===== config.mk =====
export PLATFORM = sky130hd
export DESIGN_NAME = rs_arbiter
export DESIGN_NICKNAME = d
export VERILOG_FILES = /design/src/rtl/rs_pkg.sv /design/src/rtl/rs.sv /design/src/rtl/rs_arbiter.sv
export SDC_FILE = /design/constraint.sdc
export NUM_CORES = 1
export LEC_CHECK = 0
export CORE_AREA = 2 2 293 295
export DETAILED_ROUTE_END_ITERATION = 8
export DIE_AREA = 0 0 295 297
export HOLD_SLACK_MARGIN = 0.1
export SLEW_MARGIN = 20
export SYNTH_ARGS = -nofsm -noshare
export SYNTH_HDL_FRONTEND = slang
export SYNTH_HIERARCHICAL = 1
export SYNTH_SLANG_ARGS = --single-unit

===== constraint.sdc =====
create_clock -name clk -period 120.5 [get_ports clk]
set_input_delay 30.125 -clock clk [delete_from_list [all_inputs] [get_ports clk]]
set_output_delay 30.125 -clock clk [all_outputs]
set_load 0.01 [all_outputs]

===== src/rtl/rs_pkg.sv =====
// Shared IEEE-754 single-precision constants, field view and flag positions for the sqrt arbiter.
// Latency: none (types, constants and a pure function only).
// Backpressure: not applicable.
package rs_pkg;

  localparam logic [7:0]  FP_EXP_MAX = 8'hFF;
  localparam logic [31:0] FP_POS_INF = 32'h7F800000;
  localparam logic [31:0] FP_QNAN    = 32'h7FC00000;

  // Bit positions inside rsp_flags = {pos_inf, neg_invalid, nan_in}
  localparam int FLAG_NAN_IN  = 0;
  localparam int FLAG_NEG_INV = 1;
  localparam int FLAG_POS_INF = 2;

  typedef struct packed {
    logic        sign;
    logic [7:0]  exp;
    logic [22:0] mant;
  } fp32_t;

`ifdef RS_ARB_FLAGS_EN
  // Classify an operand: NaN, negative non-zero (invalid for sqrt), or +inf; -0 raises nothing
  function automatic logic [2:0] fp_classify(input fp32_t x);
    logic [2:0] f;
    f = '0;
    f[FLAG_NAN_IN]  = (x.exp == FP_EXP_MAX) && (x.mant != '0);
    f[FLAG_NEG_INV] = x.sign && !f[FLAG_NAN_IN] && ({x.exp, x.mant} != '0);
    f[FLAG_POS_INF] = (x == FP_POS_INF);
    return f;
  endfunction
`endif

endpackage


===== src/rtl/rs.sv =====
// Combinational single-precision square root, round-to-nearest-even; subnormal inputs flush to zero.
// Latency: 0 cycles (pure combinational).
// Backpressure: none; output follows the input every cycle.
module rs
  import rs_pkg::*;
(
  input  logic [31:0] in,
  output logic [31:0] S
);

  fp32_t       x;
  logic [49:0] rad;
  logic [24:0] q;
  logic [27:0] r;
  logic [27:0] t;
  logic [8:0]  res_e;
  logic        rnd_up;
  logic [31:0] norm;

  // Digit-by-digit root of the significand scaled to 2^48, then rounding and special-case selection
  always_comb begin
    x     = in;
    // An odd unbiased exponent (even biased) folds one factor of 2 into the radicand
    rad   = x.exp[0] ? {2'b01, x.mant, 25'b0} : {1'b1, x.mant, 26'b0};
    q     = '0;
    r     = '0;
    t     = '0;
    for (int i = 24; i >= 0; i--) begin
      r = {r[25:0], rad[2*i+1 -: 2]};
      t = {1'b0, q, 2'b01};
      if (r >= t) begin
        r = r - t;
        q = {q[23:0], 1'b1};
      end else begin
        q = {q[23:0], 1'b0};
      end
    end
    // (e + 127) >> 1 is floor((e - 127) / 2) + 127 for every normal e; bit 8 is always 0
    res_e  = ({1'b0, x.exp} + 9'd127) >> 1;
    rnd_up = q[0] && (q[1] || (r != '0));
    // A round-up carry out of the fraction lands in the exponent field
    norm   = {res_e, q[23:1]} + {31'b0, rnd_up};

    if ((x.exp == FP_EXP_MAX) && (x.mant != '0)) begin
      S = FP_QNAN;
    end else if (x.sign && ({x.exp, x.mant} != '0)) begin
      S = FP_QNAN;
    end else if (x.exp == FP_EXP_MAX) begin
      S = FP_POS_INF;
    end else if (x.exp == '0) begin
      S = {x.sign, 31'b0};
    end else begin
      S = norm;
    end
  end

endmodule


===== src/rtl/rs_arbiter.sv =====
// Round-robin share of one sqrt unit between NREQ requesters; optional rsp_flags via RS_ARB_FLAGS_EN.
// Latency: 2 cycles from accept to rsp_valid (operand register, result register), 1 result/cycle.
// Backpressure: rsp_ready low holds S2; once S1 is also full req_ready drops to 0 in the same cycle.
module rs_arbiter
  import rs_pkg::*;
#(
  parameter int NREQ = 4,
  parameter int IDW  = 2
) (
  input  logic                 clk,
  input  logic                 rst,
  input  logic [NREQ-1:0]      req_valid,
  input  logic [32*NREQ-1:0]   req_data,
  output logic [NREQ-1:0]      req_ready,
  output logic                 rsp_valid,
  output logic [31:0]          rsp_data,
  output logic [IDW-1:0]       rsp_id,
  input  logic                 rsp_ready,
`ifdef RS_ARB_FLAGS_EN
  output logic [2:0]           rsp_flags,
`endif
  output logic                 busy
);

  logic           adv1;
  logic           adv2;
  logic [IDW-1:0] ptr;
  logic           gnt_any;
  logic [IDW-1:0] gnt_idx;
  logic [31:0]    gnt_data;

  logic           s1_valid;
  logic [31:0]    s1_data;
  logic [IDW-1:0] s1_id;
  logic           s2_valid;
  logic [31:0]    s2_data;
  logic [IDW-1:0] s2_id;
  logic [31:0]    rs_out;
`ifdef RS_ARB_FLAGS_EN
  logic [2:0]     s2_flags;
`endif

  assign adv2 = !s2_valid || rsp_ready;
  assign adv1 = !s1_valid || adv2;

  // Pick the first valid requester at or above ptr, wrapping; suppressed in reset or when S1 cannot move
  always_comb begin
    gnt_any = 1'b0;
    gnt_idx = '0;
    for (int k = 0; k < NREQ; k++) begin
      if (!gnt_any && req_valid[IDW'((int'(ptr) + k) % NREQ)]) begin
        gnt_any = 1'b1;
        gnt_idx = IDW'((int'(ptr) + k) % NREQ);
      end
    end
    if (rst || !adv1) begin
      gnt_any = 1'b0;
    end
  end

  assign req_ready = gnt_any ? (NREQ'(1) << gnt_idx) : '0;

  // Operand lane of the granted requester
  always_comb begin
    gnt_data = '0;
    for (int i = 0; i < NREQ; i++) begin
      if (gnt_idx == IDW'(i)) begin
        gnt_data = req_data[32*i +: 32];
      end
    end
  end

  // Pointer moves one past the winner so the winner becomes lowest priority next round
  always_ff @(posedge clk) begin
    if (rst) begin
      ptr <= '0;
    end else if (gnt_any) begin
      ptr <= (gnt_idx == IDW'(NREQ - 1)) ? '0 : gnt_idx + IDW'(1);
    end
  end

  // S1 operand register; it drives the shared sqrt unit directly
  always_ff @(posedge clk) begin
    if (rst) begin
      s1_valid <= 1'b0;
      s1_data  <= '0;
      s1_id    <= '0;
    end else if (adv1) begin
      s1_valid <= gnt_any;
      if (gnt_any) begin
        s1_data <= gnt_data;
        s1_id   <= gnt_idx;
      end
    end
  end

  rs u_rs (
    .in (s1_data),
    .S  (rs_out)
  );

  // S2 result register; holds while the consumer stalls so a pending result never changes
  always_ff @(posedge clk) begin
    if (rst) begin
      s2_valid <= 1'b0;
      s2_data  <= '0;
      s2_id    <= '0;
`ifdef RS_ARB_FLAGS_EN
      s2_flags <= '0;
`endif
    end else if (adv2) begin
      s2_valid <= s1_valid;
      s2_data  <= rs_out;
      s2_id    <= s1_id;
`ifdef RS_ARB_FLAGS_EN
      s2_flags <= fp_classify(s1_data);
`endif
    end
  end

  assign rsp_valid = s2_valid;
  assign rsp_data  = s2_data;
  assign rsp_id    = s2_id;
`ifdef RS_ARB_FLAGS_EN
  assign rsp_flags = s2_flags;
`endif
  assign busy      = s1_valid || s2_valid;

endmodule


==> metrics.log, run 1 <==
INFO  metric synth_top_area_share = 14.5%
INFO  metric crit_path_start_kind = flop
INFO  metric min_period = 99760 ps
INFO  metric synthDominantAreaCellType = sky130_fd_sc_hd__ha_1
INFO  metric post_synth_inst_count = 4283
INFO  metric final-max-slew-violation-count = 0
INFO  metric ys_dominant_reg_cell = sky130_fd_sc_hd__dfxtp_1
INFO  metric cts.repair.resized = 0
INFO  metric synth_seq_area_share = 4.90%
INFO  metric timing.critical_path.slowest_cell_delay = 680 ps
INFO  metric initial_antenna_violation_count = 1
INFO  metric final_cell_count_no_fill = 5526
INFO  metric cts_setup_buffers = 0
INFO  metric start_util = 34.8%
INFO  metric fin_nets = 4854
INFO  metric wirelength = 107000 um
INFO  metric area.growth.synth_to_final = 10.8%
INFO  metric first_global_vias = 30300
INFO  metric critical-path-slowest-cell = sky130_fd_sc_hd__or4_4
INFO  metric fin_worst_skew = 18.0 ps
INFO  metric clock_buffer_count_from_cts = 9
INFO  metric floorplan.core_area = 0.0845 mm^2
INFO  metric finalHoldViolCount = 0
INFO  metric drt_antenna_net_count = 0
INFO  metric row_count = 107
INFO  metric synth-seq-cells = 72
INFO  metric insertedDiodeCount = 0
INFO  metric post_detailed_route_wirelength_per_cell = 19.4 um
INFO  metric setup_violations = 0
INFO  metric io_buffer_count = 174
INFO  metric detail_route.vias_per_cell = 5.98
INFO  metric layout_cells_sized_above_1 = 6.16%
INFO  metric dp_hpwl = 86200 um
INFO  metric cts-hold-fix-buffers = 0
INFO  metric holdCritPathClass = flop to flop
INFO  metric critical_path.endpoint_type = flop
INFO  metric post_synth_fa_ha_maj_area_fraction = 14.6%
INFO  metric synth_cell_type_count = 144
INFO  metric clock_sink_count = 72
INFO  metric ios = 175
INFO  metric tritoncts = done
INFO  metric timing.critical_path.fanout_max = 55
INFO  metric clk_latency = 380 ps
INFO  metric synth_enable_flop_cells = 0
INFO  metric worstRegToRegCells = 451
INFO  metric synth_top_family_by_area = compound AO/OA/AOI/OAI gates
INFO  metric vias = 33000
INFO  metric reg2reg_from = s1_data[23]
INFO  metric fp.dieArea = 0.0876 mm^2
INFO  metric clockRootBuffer = sky130_fd_sc_hd__clkbuf_16
INFO  metric synthMuxAreaShare = 3.67%
INFO  metric drt-pass1-iter-count = 6
INFO  metric layout.cells.most_common_list = sky130_fd_sc_hd__a21oi_1 (487), sky130_fd_sc_hd__nand2_1 (432), sky130_fd_sc_hd__ha_1 (341)
INFO  metric critPathRequiredTime = 120710 ps
INFO  metric die-height = 297 um
INFO  metric grt_pass1_wl = 169000 um
INFO  metric async_flop_share = 0%
INFO  metric nFillCells = 9015
INFO  metric synthTopCellsByArea = sky130_fd_sc_hd__ha_1 (15%), sky130_fd_sc_hd__a21oi_1 (8.3%), sky130_fd_sc_hd__xnor2_1 (7.2%)
INFO  metric synth_xor_xnor_area_share = 9.59%
INFO  metric average_cell_area_after_synthesis = 6.86 um^2
INFO  metric max-cap-violations = 0
INFO  metric hold_path_startpoint = rsp_id[0]
INFO  metric synthSimpleGateAreaFrac = 25.5%
INFO  metric crit_type = flop to flop
INFO  metric slew_hr = 19.0%
INFO  metric status = finished, final reports clean
INFO  metric fin_crit_sh = 82.8%
INFO  metric htreeDepth = 3
INFO  metric cts_buffer_depth = 2
INFO  metric die_x = 295 um
INFO  metric timing.fmax = 10.0 MHz
INFO  metric grt_use_total = 23.4%
INFO  metric min_to = rsp_id[0]
INFO  metric worst_ep_arrival_time = 99970 ps
INFO  metric min_delay_path_depth = 2
INFO  metric global_route.overflow_total = 0
INFO  metric post-place-cells = 5510
INFO  metric critical-path-top-cell-by-count = sky130_fd_sc_hd__a21oi_1
INFO  metric first_iter_violations = 2632
INFO  metric place.gp.congestion = 0.982
INFO  metric commonest_non_fill_non_tap_cell_in_the_layout = sky130_fd_sc_hd__a21oi_1
INFO  metric drc_errors = 0
INFO  metric worstReg2RegEnd = rsp_data[20]
INFO  metric rsz0062_at_grt = false
INFO  metric reg_to_reg_setup_timing_slack = 20740 ps
INFO  metric synth_compound_area_share = 36.8%
INFO  metric setup_tns = 0 ps
INFO  metric grt_max_degree = 56
INFO  metric syn_area = 0.0294 mm^2
INFO  metric tightestPinTransition = 1210 ps
INFO  metric ys.warnings.count = 6
INFO  metric clkTransAtPathRegs = 70 ps
-- cell usage after synthesis (19+ instances only) --
| master | instances |
|---|---|
| sky130_fd_sc_hd__a211o_1 | 19 |
| sky130_fd_sc_hd__a211oi_1 | 39 |
| sky130_fd_sc_hd__a21boi_0 | 24 |
| sky130_fd_sc_hd__a21o_1 | 127 |
| sky130_fd_sc_hd__a21oi_1 | 487 |
| sky130_fd_sc_hd__a221oi_1 | 35 |
| sky130_fd_sc_hd__a31o_2 | 36 |
| sky130_fd_sc_hd__a31oi_1 | 63 |
| sky130_fd_sc_hd__and2_1 | 42 |
| sky130_fd_sc_hd__and3_1 | 59 |
| sky130_fd_sc_hd__buf_2 | 35 |
| sky130_fd_sc_hd__clkbuf_1 | 87 |
| sky130_fd_sc_hd__dfxtp_1 | 72 |
| sky130_fd_sc_hd__ha_1 | 341 |
| sky130_fd_sc_hd__inv_1 | 178 |
| sky130_fd_sc_hd__mux2_2 | 44 |
| sky130_fd_sc_hd__mux2i_1 | 53 |
| sky130_fd_sc_hd__nand2_1 | 432 |
| sky130_fd_sc_hd__nand2b_1 | 42 |
| sky130_fd_sc_hd__nand3_1 | 116 |
| sky130_fd_sc_hd__nand4_1 | 57 |
| sky130_fd_sc_hd__nor2_1 | 324 |
| sky130_fd_sc_hd__nor2b_1 | 36 |
| sky130_fd_sc_hd__nor3_1 | 138 |
| sky130_fd_sc_hd__nor4_1 | 41 |
| sky130_fd_sc_hd__o211ai_1 | 40 |
| sky130_fd_sc_hd__o21a_1 | 32 |
| sky130_fd_sc_hd__o21ai_0 | 226 |
| sky130_fd_sc_hd__o21ai_1 | 26 |
| sky130_fd_sc_hd__o21bai_1 | 151 |
| sky130_fd_sc_hd__o22ai_1 | 47 |
| sky130_fd_sc_hd__o31a_1 | 23 |
| sky130_fd_sc_hd__o31ai_1 | 40 |
| sky130_fd_sc_hd__or2_2 | 25 |
| sky130_fd_sc_hd__or3_1 | 43 |
| sky130_fd_sc_hd__xnor2_1 | 243 |
| sky130_fd_sc_hd__xor2_1 | 77 |
-- worst max path at each step --
stage,start,end,cells after the start
floorplan,s1_data[23],rsp_data[30],477
global placement,s1_data[23],rsp_data[20],449
detailed placement,s1_data[23],rsp_data[30],452
CTS,s1_data[23],rsp_data[30],449
global route,s1_data[23],rsp_data[30],453
finish,s1_data[23],rsp_data[20],451
-- flip-flops by register name, summed over array words and instances, names as in the netlist --
signal,flops
s1_valid,1
rsp_id,2
rsp_valid,1
rsp_data,32
s1_data,32
ptr,2
s1_id,2
-- logic make-up (layout without fill, tap and decap cells) --
logic type               count (synthesis)  in the layout
AND/OR/NAND/NOR                       1489           1489
multiplexers                           101            101
buffers and inverters                  347            421
XOR/XNOR                               321            321
AO/OA/AOI/OAI                         1609           1609
adder cells (fa/ha/maj)                342            342
flip-flops                              72             72
other                                    2             27
-- worst max-delay path: cells and delay by family, from the launching register on --
family	cells	cell delay [ps]
AOI/OAI and AO/OA	276	50700
and+or+nand+nor	84	22430
buffers and inverters	45	12070
adders and majority gates	33	8970
muxes	12	4110
DFF	1	540
xor gates and xnor gates	1	300
-- through the flow --
| stage | setup slack [ps] | utilization [%] | hold WS [ps] | instance area [um^2] |
|---|---|---|---|---|
| 2_1_floorplan | 29400 | - | 437 | 29500 |
| 3_3_place_gp | 25500 | 38.2 | 439 | 32200 |
| 3_5_place_dp | 22550 | 38.2 | 445 | 32200 |
| 4_1_cts | 22140 | 38.5 | 452 | 32600 |
| 5_1_grt | 11510 | 38.5 | 467 | 32600 |
| 6_report | 20740 | 38.5 | 449 | 32600 |
-- routing by layer --
layer | GRT usage [%] | wire length [um] | vias to the layer above
met5 | 0 | 13 | -
met4 | 4.17 | 1810 | 2
met3 | 1.64 | 6580 | 109
met2 | 38.1 | 47700 | 1080
met1 | 33.8 | 51100 | 15600
li1 | - | - | 16300
-- layout make-up --
type / count / area, um^2 / share of cell area [%]
clock buffers: 10 / 229 / 0.703
multi-input cells: 3889 / 26600 / 81.8
repair buffers: 210 / 2010 / 6.16
flip-flops and latches: 72 / 1440 / 4.43
clock inverters: 6 / 90.1 / 0.277
inverters: 195 / 733 / 2.25
well taps: 1144 / 1430 / 4.40
Power of run 1 is left out: the tool's default activity adds up to more than one toggle a clock period on the data nets, which glitch-free logic cannot reach.
==> inputs of run 2 (changes only) <==
==> constraint.sdc (replaced) <==
create_clock -name clk -period 93.6 [get_ports clk]
set_input_delay 23.4 -clock clk [delete_from_list [all_inputs] [get_ports clk]]
set_output_delay 23.4 -clock clk [all_outputs]
set_load 0.01 [all_outputs]
==> metrics.log, run 2 (synthesized netlist as in run 1, its figures left out) <==
INFO  metric status = finished, final reports clean
INFO  metric first_iter_violations = 2824 (+7.3%)
INFO  metric nFillCells = 8875 (-1.6%)
INFO  metric hold_path_startpoint = rsp_id[0]
INFO  metric worstReg2RegEnd = rsp_data[30]
INFO  metric insertedDiodeCount = 0 (unchanged)
INFO  metric clock_buffer_count_from_cts = 9 (unchanged)
INFO  metric grt_max_degree = 56 (unchanged)
INFO  metric first_global_vias = 30500 (+0.66%)
INFO  metric ios = 175 (unchanged)
INFO  metric timing.critical_path.slowest_cell_delay = 690 ps (about the same)
INFO  metric critical-path-slowest-cell = sky130_fd_sc_hd__or4_4
INFO  metric setup_violations = 0 (unchanged)
INFO  metric timing.critical_path.fanout_max = 55 (unchanged)
INFO  metric finalCoreUtilization = 39.3% (+0.75 points)
INFO  metric layout_cells_sized_above_1 = 8.17% (+2.0 points)
INFO  metric tightestPinTransition = 1230 ps (+23.0 ps)
INFO  metric slew_hr = 17.1% (-2.0 points)
INFO  metric tritoncts = done
INFO  metric layout.cells.most_common_list = sky130_fd_sc_hd__a21oi_1 (479), sky130_fd_sc_hd__nand2_1 (428), sky130_fd_sc_hd__ha_1 (339)
INFO  metric critical-path-top-cell-by-count = sky130_fd_sc_hd__a21oi_1
INFO  metric grt_use_total = 23.8% (+0.45 points)
INFO  metric max-cap-violations = 0 (unchanged)
INFO  metric detail_route.vias_per_cell = 6.00 (+0.32%)
INFO  metric final-max-slew-violation-count = 0 (unchanged)
INFO  metric initial_antenna_violation_count = 0 (-1)
INFO  metric area.growth.synth_to_final = 12.9%
INFO  metric setup_tns = 0 ps (unchanged)
INFO  metric io_buffer_count = 174 (unchanged)
INFO  metric die-height = 297 um (unchanged)
INFO  metric commonest_non_fill_non_tap_cell_in_the_layout = sky130_fd_sc_hd__a21oi_1
INFO  metric critical_path.endpoint_type = flop
INFO  metric critPathRequiredTime = 93800 ps (-26910 ps)
INFO  metric clkTransAtPathRegs = 70 ps (about the same)
INFO  metric htreeDepth = 3 (unchanged)
INFO  metric drt_antenna_net_count = 0 (unchanged)
INFO  metric crit_path_start_kind = flop
INFO  metric min_to = rsp_id[0]
INFO  metric post-place-cells = 5550 (+0.73%)
INFO  metric fin_crit_sh = 91.8% (+9.0 points)
INFO  metric start_util = 34.8% (unchanged)
INFO  metric dp_hpwl = 88700 um (+2.8%)
INFO  metric min_period = 85930 ps (-13830 ps)
INFO  metric grt_pass1_wl = 172000 um (+1.8%)
INFO  metric cp_top_family = compound AO/OA/AOI/OAI gates
INFO  metric multi_input_area = 0.0269 mm^2 (+0.88%)
INFO  metric fp.dieArea = 0.0876 mm^2 (unchanged)
INFO  metric clockRootBuffer = sky130_fd_sc_hd__clkbuf_16
INFO  metric place.gp.congestion = 0.976 (-0.61%)
INFO  metric worst_ep_arrival_time = 86140 ps (-13830 ps)
INFO  metric post_detailed_route_wirelength_per_cell = 19.8 um (+2.1%)
INFO  metric cts_buffer_depth = 2 (unchanged)
INFO  metric fin_worst_skew = 21.8 ps (+3.75 ps)
INFO  metric drt-pass1-iter-count = 6 (unchanged)
INFO  metric min_delay_path_depth = 2 (unchanged)
INFO  metric reg_to_reg_setup_timing_slack = 7670 ps (-13070 ps)
INFO  metric holdCritPathClass = flop to flop
INFO  metric fin_nets = 4904 (+1.0%)
INFO  metric die_x = 295 um (unchanged)
INFO  metric reg2reg_from = s1_data[23]
INFO  metric timing.fmax = 11.6 MHz (+16%)
INFO  metric drc_errors = 0 (unchanged)
INFO  metric worstRegToRegCells = 444 (-1.6%)
INFO  metric path_buf_inv = 46 (+2.2%)
INFO  metric vias = 33400 (+1.2%)
INFO  metric crit_type = flop to flop
INFO  metric row_count = 107 (unchanged)
INFO  metric finalHoldViolCount = 0 (unchanged)
INFO  metric final_cell_count_no_fill = 5575 (+0.89%)
INFO  metric floorplan.core_area = 0.0845 mm^2 (unchanged)
INFO  metric final-seq-area = 0.00145 mm^2 (+0.26%)
INFO  metric global_route.overflow_total = 0 (unchanged)
INFO  metric wirelength = 110000 um (+3.0%)
INFO  metric clk_latency = 370 ps (about the same)
INFO  metric cts-hold-fix-buffers = 0 (unchanged)
INFO  metric clock_sink_count = 72 (unchanged)
==> run 2: changes by cell type in the layout (fill, tap and decap cells not counted), moves of 4 or more <==
cell | before | now
sky130_fd_sc_hd__inv_2 | 17 | 12
sky130_fd_sc_hd__nand2_1 | 432 | 428
sky130_fd_sc_hd__a21oi_2 | 2 | 9
sky130_fd_sc_hd__buf_4 | 36 | 79
sky130_fd_sc_hd__a21oi_1 | 487 | 479
==> run 2: tightest hold or removal path: cells and delay by family, from the launching register on <==
| kind | cells | cell delay [ps] |
|---|---|---|
| flops | 1 | 310 |
| compound gates | 1 | 50 |
| simple gates | 1 | 50 |
==> run 2: worst max-delay path by stage <==
stage           startpoint           end  slack (ps)  cells after the start
2_1_floorplan  s1_data[23]  rsp_data[30]        2500                    477
3_3_place_gp   s1_data[23]  rsp_data[30]        4590                    445
3_5_place_dp   s1_data[23]  rsp_data[30]        2240                    443
4_1_cts        s1_data[23]  rsp_data[30]        1920                    443
5_1_grt        s1_data[20]  rsp_data[24]        -130                    448
6_report       s1_data[23]  rsp_data[30]        7670                    444
==> run 2: metal layers <==
layer  share of wire, %  global-route usage, %  up-vias
met5                  0                      0        -
li1                   -                      -    16400
met2                 44                   38.3     1150
met1                 49                   34.9    15800
met4                1.8                   4.39        0
met3                5.6                   1.58      123
==> run 2: area by class of cell <==
cell class | instances | share of cell area [%]
sequential | 72 | 4.36
multi-input combinational | 3892 | 80.9
clock buffer | 12 | 0.743
tap | 1144 | 4.31
clock inverter | 3 | 0.128
timing repair buffer | 257 | 7.21
inverter | 195 | 2.32
==> run 2: what timing repair did <==
item	CTS	global route
hold endpoints to repair	0	0
gates resized for setup	0	88
endpoints found under the setup margin	0	31
setup buffers	0	7
==> run 2: per-stage QoR <==
| step | instance area (um^2) | hold slack [ps] | setup slack (ps) |
|---|---|---|---|
| after CTS | 32800 | 451 | 1920 |
| final | 33200 | 449 | 7670 |
| after floorplan | 29500 | 437 | 2500 |
| after global placement | 32500 | 440 | 4590 |
| after global routing | 33200 | 461 | -129 |
| after detailed placement | 32500 | 443 | 2240 |
Power of run 2 is left out for the same reason.
